$ cat config.mk
export PLATFORM = sky130hd
export DESIGN_NAME = wb_sevenseg
export DESIGN_NICKNAME = d
export VERILOG_FILES = /design/src/rtl/wb_sevenseg_pkg.sv /design/src/rtl/sevenseg_dec.sv /design/src/rtl/wb_sevenseg.sv
export SDC_FILE = /design/constraint.sdc
export NUM_CORES = 1
export LEC_CHECK = 0
export ABC_CLOCK_PERIOD_IN_PS = 5300
export BUFFER_PORTS_ARGS = -buffer_cell sky130_fd_sc_hd__buf_2
export CAP_MARGIN = 10
export CORE_ASPECT_RATIO = 1.1
export CORE_MARGIN = 2
export CORE_UTILIZATION = 58
export CTS_BUF_LIST = sky130_fd_sc_hd__clkbuf_2
export DETAILED_ROUTE_END_ITERATION = 7
export PLACE_DENSITY = 0.92
export SLEW_MARGIN = 5
export SYNTH_ARGS = -nofsm -noshare
export SYNTH_HDL_FRONTEND = slang
export SYNTH_SLANG_ARGS = --single-unit
$ cat constraint.sdc
create_clock -name wb_clk_i -period 5.3 [get_ports wb_clk_i]
set_input_delay 1.06 -clock wb_clk_i [delete_from_list [all_inputs] [get_ports wb_clk_i]]
set_output_delay 1.06 -clock wb_clk_i [all_outputs]
set_load 0.01 [all_outputs]
$ cat src/rtl/wb_sevenseg_pkg.sv
// Shared register map, reset values and helpers for the Wishbone seven-segment scanner.
package wb_sevenseg_pkg;

  typedef enum logic [1:0] {
    REG_DATA = 2'd0,
    REG_DP   = 2'd1,
    REG_CTRL = 2'd2,
    REG_DIV  = 2'd3
  } reg_sel_e;

  localparam logic [3:0]  ADR_DATA       = 4'h0;
  localparam logic [3:0]  ADR_DP         = 4'h4;
  localparam logic [3:0]  ADR_CTRL       = 4'h8;
  localparam logic [3:0]  ADR_DIV        = 4'hC;

  localparam int          CTRL_BLANK_BIT = 8;
  localparam logic [31:0] DATA_RESET     = 32'h0000_0000;
  localparam logic [7:0]  DP_RESET       = 8'h00;
  localparam logic [8:0]  CTRL_RESET     = 9'h0FF;

  // Replace only the bytes flagged in sel; the caller supplies the current value.
  function automatic logic [31:0] byte_merge(input logic [31:0] old_v,
                                             input logic [31:0] new_v,
                                             input logic [3:0]  sel);
    logic [31:0] res;
    res = old_v;
    for (int i = 0; i < 4; i++) begin
      if (sel[i]) res[8*i +: 8] = new_v[8*i +: 8];
    end
    return res;
  endfunction

endpackage

$ cat src/rtl/sevenseg_dec.sv
// Hex nibble to active-low seven-segment pattern, bit order {g,f,e,d,c,b,a}.
module sevenseg_dec (
  input  logic [3:0] hex_i,
  output logic [6:0] seg_o
);

  always_comb begin
    seg_o = 7'h7F;
    case (hex_i)
      4'h0: seg_o = 7'h40;
      4'h1: seg_o = 7'h79;
      4'h2: seg_o = 7'h24;
      4'h3: seg_o = 7'h30;
      4'h4: seg_o = 7'h19;
      4'h5: seg_o = 7'h12;
      4'h6: seg_o = 7'h02;
      4'h7: seg_o = 7'h78;
      4'h8: seg_o = 7'h00;
      4'h9: seg_o = 7'h10;
      4'hA: seg_o = 7'h08;
      4'hB: seg_o = 7'h03;
      4'hC: seg_o = 7'h46;
      4'hD: seg_o = 7'h21;
      4'hE: seg_o = 7'h06;
      4'hF: seg_o = 7'h0E;
      default: seg_o = 7'h7F;
    endcase
  end

endmodule

$ cat src/rtl/wb_sevenseg.sv
// Wishbone slave driving an 8-digit multiplexed seven-segment display.
// Register file plus a down-counting prescaler that steps the scanned digit.
module wb_sevenseg
  import wb_sevenseg_pkg::*;
#(
  parameter logic [15:0] DIV_RESET = 16'd12500
) (
  input  logic        wb_clk_i,
  input  logic        wb_rst_i,
  input  logic [3:0]  wb_adr_i,
  input  logic [31:0] wb_dat_i,
  input  logic [3:0]  wb_sel_i,
  input  logic        wb_we_i,
  input  logic        wb_cyc_i,
  input  logic        wb_stb_i,
  input  logic [2:0]  wb_cti_i,
  input  logic [1:0]  wb_bte_i,
  output logic [31:0] wb_dat_o,
  output logic        wb_ack_o,
  output logic        wb_err_o,
  output logic        wb_rty_o,
  output logic [6:0]  seg_o,
  output logic        dp_o,
  output logic [7:0]  an_o
);

  logic        ack_q, ack_d;
  logic [31:0] dat_q, dat_d;
  logic [31:0] data_q, data_d;
  logic [7:0]  dp_q, dp_d;
  logic [8:0]  ctrl_q, ctrl_d;
  logic [15:0] div_q, div_d;
  logic [15:0] cnt_q, cnt_d;
  logic [2:0]  idx_q, idx_d;
  logic [7:0]  an_q, an_d;
  logic [6:0]  seg_q, seg_d;
  logic        dpo_q, dpo_d;

  reg_sel_e    reg_sel;
  logic        access;
  logic [31:0] rd_val;
  logic [31:0] wr_val;
  logic        adv;
  logic [7:0]  dig_en;
  logic [3:0]  nibble;
  logic [6:0]  seg_dec;
  logic        unused_ok;

  assign unused_ok = ^{wb_adr_i[1:0], wb_cti_i, wb_bte_i};

  assign reg_sel = reg_sel_e'(wb_adr_i[3:2]);
  assign access  = wb_cyc_i & wb_stb_i & ~ack_q;
  assign adv     = (cnt_q == 16'd0);
  assign dig_en  = ctrl_q[7:0];
  assign nibble  = data_q[{idx_q, 2'b00} +: 4];

  sevenseg_dec u_dec (
    .hex_i (nibble),
    .seg_o (seg_dec)
  );

  always_comb begin
    rd_val = 32'h0;
    case (reg_sel)
      REG_DATA: rd_val = data_q;
      REG_DP:   rd_val = {24'h0, dp_q};
      REG_CTRL: rd_val = {23'h0, ctrl_q};
      REG_DIV:  rd_val = {16'h0, div_q};
      default:  rd_val = 32'h0;
    endcase
  end

  // Unused bits of rd_val are zero, so truncating the merge drops writes to them.
  assign wr_val = byte_merge(rd_val, wb_dat_i, wb_sel_i);

  always_comb begin
    ack_d  = access;
    dat_d  = access ? rd_val : 32'h0;
    data_d = data_q;
    dp_d   = dp_q;
    ctrl_d = ctrl_q;
    div_d  = div_q;
    if (access && wb_we_i) begin
      case (reg_sel)
        REG_DATA: data_d = wr_val;
        REG_DP:   dp_d   = wr_val[7:0];
        REG_CTRL: ctrl_d = wr_val[8:0];
        REG_DIV:  div_d  = wr_val[15:0];
        default:  ;
      endcase
    end
  end

  // Outputs come from the pre-edge index and registers, giving the dead-time slot on advance.
  always_comb begin
    cnt_d = cnt_q - 16'd1;
    idx_d = idx_q;
    if (adv) begin
      cnt_d = div_q;
      idx_d = idx_q + 3'd1;
    end
    if (adv || !dig_en[idx_q] || ctrl_q[CTRL_BLANK_BIT]) an_d = 8'hFF;
    else                                                  an_d = ~(8'b1 << idx_q);
    seg_d = seg_dec;
    dpo_d = ~dp_q[idx_q];
  end

  always_ff @(posedge wb_clk_i or posedge wb_rst_i) begin
    if (wb_rst_i) begin
      ack_q  <= 1'b0;
      dat_q  <= 32'h0;
      data_q <= DATA_RESET;
      dp_q   <= DP_RESET;
      ctrl_q <= CTRL_RESET;
      div_q  <= DIV_RESET;
      cnt_q  <= DIV_RESET;
      idx_q  <= 3'd0;
      an_q   <= 8'hFF;
      seg_q  <= 7'h7F;
      dpo_q  <= 1'b1;
    end else begin
      ack_q  <= ack_d;
      dat_q  <= dat_d;
      data_q <= data_d;
      dp_q   <= dp_d;
      ctrl_q <= ctrl_d;
      div_q  <= div_d;
      cnt_q  <= cnt_d;
      idx_q  <= idx_d;
      an_q   <= an_d;
      seg_q  <= seg_d;
      dpo_q  <= dpo_d;
    end
  end

  assign wb_ack_o = ack_q;
  assign wb_dat_o = dat_q;
  assign wb_err_o = 1'b0;
  assign wb_rty_o = 1'b0;
  assign an_o     = an_q;
  assign seg_o    = seg_q;
  assign dp_o     = dpo_q;

endmodule

After elaboration in Yosys (flattened, before gate mapping)
Memory sizes are Yosys's and may differ from the RTL's. A register that Yosys moved wholly into a read port is not among the register bits.
Cells that the tools add are included.
Storage, ports and cells
  memory bits (read-only): 112
  input port bits: 50
  register bits after elaboration: 126
  memories kept: 1
  latch bits: 0
  bits in writable memories: 0
Operators by class
  equality and inequality tests: 3
  multipliers: 0
  reductions and logical operators: 10
  $lt $le $gt $ge: 1
  div/mod/pow operators: 0
  bitwise operators: 5
  add/sub/neg operators: 2
  shift operators: 2
  mux-type cells: 12
Memories
  (name not given): depth 16, bits a word 7, rd ports 1, clocked after memory_dff 1, write ports 0, RTL line sevenseg_dec.sv:9  | case (hex_i)
Operator list (count)
  $pmux 32 s4: 1
  $mux 8: 5
  $mux 32: 1
  $shiftx 32x6->4: 1
  $logic_not 16->1: 1
  $mux 16: 1
  $sub 16x1->16 const B: 1
  $not 8->8: 1
  $reduce_and 2->1: 4
  $shl 1x3->8 const A: 1
  $bmux 1 s3: 2
  $eq 2x2->1 const B: 2
  $lt 3x4->1 const B: 1
  $add 3x1->3 const B: 1
  $and 1x1->1: 2
  $eq 2x1->1 const B: 1
  $logic_not 2->1: 1
  $logic_or 1x1->1: 2
  $mux 1: 2
  $not 1->1: 2
  $logic_and 1x1->1: 1
  $logic_not 1->1: 1

Logic depth before layout (Yosys ltp)
  depth in word-level cells: 6
  gate-level depth with buffers: 10
  gate-level depth less buffers: 8

Cells and area by module
Synthesis repeated with hierarchy kept, for this count alone.
Unflattened totals
  cells, all modules: 498
  area total of the unflattened synthesis: 6184.7 um2
Modules (own cells, without submodules)
  wb_sevenseg: instances 1, area each 5909.4 um2, seq. area each 3373.2 um2, cells an instance 466
  sevenseg_dec: instances 1, area each 275.3 um2, seq. area each 0.0 um2, cells an instance 32

Worst setup path after synthesis
Ideal clock, no wire load.
  kind: input -> register
  from: input port wb_adr_i[3]
  to: register div_q[0]
  buffers on the path: 1
  slack: 3011 ps
  cell stages on the path: 4
  required time: 5170 ps
  arrival time: 2158 ps
  cells stage by stage: buf_2 -> mux4_2 -> mux2i_1 -> o21ai_1
Between the ends
  longest elaborated chain between the ends: 3
  elaborated cells between the ends (all ways): 7
RTL lines
  start, declared: RTL line wb_sevenseg.sv:10  | input logic [3:0] wb_adr_i,
  $eq 2x2->1 (tied with other cells): RTL line wb_sevenseg.sv:64, wb_sevenseg.sv:84
  $pmux 32 s4: RTL line wb_sevenseg.sv:64  | case (reg_sel)
  $mux 8: RTL line wb_sevenseg_pkg.sv:28  | if (sel[i]) res[8*i +: 8] = new_v[8*i +: 8];
  end signal, assigned: RTL line wb_sevenseg.sv:127  | div_q <= div_d;
  end, declared: RTL line wb_sevenseg.sv:32  | logic [15:0] div_q, div_d;
Several ways; a longest one is shown, not always the timed one.
A chain may end at the register's enable or synchronous reset.

Worst setup path in the final report
  from: register idx_q[0]
  to: register seg_q[0] (netlist: seg_o[0])
Between the ends
  longest elaborated chain between the ends: 1
RTL lines
  start, declared: RTL line wb_sevenseg.sv:34  | logic [2:0] idx_q, idx_d;
  start signal, assigned: RTL line wb_sevenseg.sv:129  | idx_q <= idx_d;
  $shiftx 32x6->4: RTL line wb_sevenseg.sv:55  | assign nibble = data_q[{idx_q, 2'b00} +: 4];
  end, declared: RTL line wb_sevenseg.sv:36  | logic [6:0] seg_q, seg_d;
Every way passes these cells.

==> impl_metrics.py <==
metrics = {
    "setup_path": {
        "cp_data_required_time_ns": 5.90,
        "cp-end-kind": "register",
        "data_arrival_critical_path_ns": 3.59,
        "critPathKind": "reg2reg",
        "critPathLaunchType": "register",
        "path_max_fanout": 16,
        "beginning_of_the_worst_register_to_register_path": "idx_q[0]$_DFFE_PP0P_",
        "critical_path.startpoint": "idx_q[0]$_DFFE_PP0P_",
    },
    "sta": {
        "final.setup.tns_ns": 0,
        "layout_worst_path_cycle_share_pct": 56.2,
        "setup_repair_after_global_routing_missed_its_margin": "no",
        "setup_violations": 0,
        "maxSlewHeadroom_pct": 26.5,
        "final.hold.worst_slack_ns": 0.516,
        "fmax_mhz": 335,
        "tightestPinTransition_ns": 1.10,
        "maxSlewViolCount": 0,
        "post-route-worst-setup-slack_ns": 2.32,
        "clock-skew-final_ns": 0.0353,
        "min_period_ns": 2.98,
        "report.final.hold_viol_count": 0,
    },
    "floorplanning": {
        "rows": 39,
        "initial_standard_cell_utilization_of_the_core_pct": 58.9,
        "core_sq_mm": 0.0103,
        "die-width_um": 101,
        "chipHeight_um": 111,
        "num_io_pins": 101,
        "design.die.area_sq_mm": 0.0113,
    },
    "grt": {
        "antenna_found_initial": 1,
        "global_route_wire_length_before_repair_mm": 22.3,
        "via_count_of_the_first_global_routing_pass": 4353,
        "global_route.overflow_total": 0,
        "grt_util_all_layers_pct": 26.3,
        "pin_count_of_the_biggest_net_entering_global_routing": 84,
    },
    "synthesis": {
        "postSynth.asyncResetShare_pct": 100,
        "synthCells": 498,
        "synth_flop_cell": "dfrtp_1",
        "synth-warning-count": 0,
        "synth-seq-area-share_pct": 55.6,
        "syn_avg_cell_area_sq_um": 12.2,
        "yosys_register_bits": 133,
        "synth_cell_type_count": 50,
        "mappedNetlistArea_sq_mm": 0.00606,
        "number_of_enable_type_register_cells_in_the_synthesized_netlist": 0,
    },
    "drt": {
        "finalWirelength_mm": 14.3,
        "via_count": 4443,
        "via_per_inst": 5.99,
        "final_antenna_net_count": 0,
        "detail_route.first_pass.iterations": 7,
        "drc": 1,
        "detail_route.iter0.violations": 591,
        "routedWlPerCell_um": 19.2,
    },
    "clock_network": {
        "cts_hold_buffers": 0,
        "sinks_on_clock_net": 133,
        "cts_made_buffers": 17,
        "cts_tree": "built",
        "clk_path_buf_depth": 2,
        "cts_post_setup_buffers_inserted": 0,
        "cts_htree_levels": 4,
        "cts-resized-gates": 0,
        "clk_latency_ns": 0.71,
        "clk_pin_slew_worst_paths_ns": 0.19,
        "clock_root_buffer": "clkbuf_2",
    },
    "power": {
        "cellInternalPower_uw": 1910,
        "netSwitchingPower_uw": 952,
        "p_per_area_mw_per_mm2": 419,
        "p_comb_share_pct": 25.9,
        "ir_drop_worst_vdd_uv": 156,
        "sequentialPowerShare_pct": 52.7,
        "clock_power_share_pct": 21.4,
        "power_leakage_uw": 0.00335,
        "swShare_pct": 33.3,
    },
    "cells_and_area": {
        "final_net_count": 649,
        "number_of_inserted_filler_cells_in_the_final_layout": 704,
        "areaGrowthSynthToFinish_pct": 12.5,
        "drive_gt1_share_pct": 34.6,
        "design_area_sq_mm": 0.00682,
    },
    "status": {
        "failed_checks": "design-rule violations",
        "result_of_the_run": "finished, violations left",
    },
    "job": {
        "cap_viol_max_count": 0,
    },
    "place": {
        "postPlaceCellArea_sq_mm": 0.00659,
        "dp.final_hpwl_mm": 9.65,
        "numPortBuffers": 91,
        "place_congestion": 0.871,
        "post-place-ws_ns": 2.12,
    },
    "worst_hold_path": {
        "min_from": "div_q[7]$_DFFE_PP1P_",
        "class_of_the_tightest_hold_or_removal_check": "reg2reg",
    },
}
synthesized netlist by cell type (all sizes together) (14+ instances only):
cell type  count  share of area, %
mux4          20               7.7
a21oi         32               2.6
dfrtp         97                40
dfstp         36                16
and3          17               1.8
nand2         43               2.7
o21ai         33               2.7
ha            14               2.9
and2          19               2.0
buf           14               1.6
mux2i         24               4.4
clkbuf        14              0.87
mux2          22               4.1
nor2          42               2.6
worst max-delay path, cell delays in order, from the launching register on:
cell	delay (ns)
dfrtp_1	1.08
mux4_2	0.63
mux2i_1	0.72
and2_4	0.28
a22oi_1	0.09
o31ai_1	0.09
layout by cell type (no fill, tap or decap), types with 2 or more instances in the layout:
cell type  instances
mux4_2            16
nand3_1           10
nor4_1             3
xor2_1             4
buf_2             91
mux4_1             4
a21oi_1           32
clkinv_1           5
dfrtp_1           97
a22o_1            10
inv_1              9
mux2i_1           22
bufinv_16          3
mux2i_4            2
and3_1            17
o21a_1             2
mux2_2            20
or3_1              2
o21ai_0           15
nor2_1            41
clkbuf_2          19
nand2_1           43
a22oi_1            2
ha_1              14
conb_1             2
xnor2_1           10
and2_1            18
buf_4              4
clkinv_2           3
o21ai_1           18
nor3_1             2
dfstp_2           36
nor3b_2            2
layer usage:
layer  part of all wire [%]  wire, um  global-route usage (%)  up-vias
met3                    7.4      1060                    5.74       48
met5                      0         0                       0        -
met2                     52      7430                    44.6      252
li1                       -         -                       -     1931
met4                    3.9       555                    12.3        0
met1                     37      5230                    31.5     2212
stage by stage:
stage               utilization, %  instances  power (uW)
finish                        66.3        742        2860
global route                  66.3        742        2990
CTS                           66.2        741        2840
detailed placement            64.0        709        2240
global placement              64.0        709        2160
floorplan                        -        499        2000
sequential cells by signal, indices dropped and copies added, names as in the netlist:
signal / count
dp_q: 8
idx_q: 3
dp_o: 1
data_q: 32
wb_ack_o: 1
ctrl_q: 9
seg_o: 7
cnt_q: 16
div_q: 16
an_o: 8
wb_dat_o: 32
cell families (layout without fill, tap and decap cells):
logic type,after synthesis,in the layout,share of synthesized area [%]
mux,66,66,16.2
other cells,1,3,0.0619
flops,133,133,55.6
fa+ha+maj,14,14,2.89
xor+xnor,14,14,2.02
simple gates,148,148,12.2
buf+inv,39,138,3.12
compound gates,83,83,7.82
cell type report:
type	count	area, sq um	share of cell area [%]
sequential	133	3370	49.4
clock buffer	19	95.1	1.39
inverter	11	43.8	0.642
timing repair buffer	95	485	7.12
antenna	1	2.50	0.0367
multi-input combinational	327	2500	36.7
tap	143	179	2.62
clock inverter	13	140	2.05
power groups by stage:
stage                     Sequential (uW)  Combinational [uW]  Clock [uW]
final                                1510                 741         610
after floorplan                      1450                 550           0
after detailed placement             1510                 723           0
after global placement               1490                 675           0
after global routing                 1530                 809         654
after CTS                            1500                 730         614
final timing paths:
check,cells after the start,slack (ns),to
worst min-delay path,2,0.52,div_q[7]$_DFFE_PP1P_
worst max-delay path,5,2.32,seg_o[0]$_DFF_PP1_
max in group asynchronous,3,3.50,wb_dat_o[10]$_DFF_PP0_
min in group asynchronous,2,0.56,idx_q[1]$_DFFE_PP0P_
worst max register to register,5,2.32,seg_o[0]$_DFF_PP1_
worst min register to register,2,0.52,div_q[7]$_DFFE_PP1P_
Power figures use the tool's default switching activity.
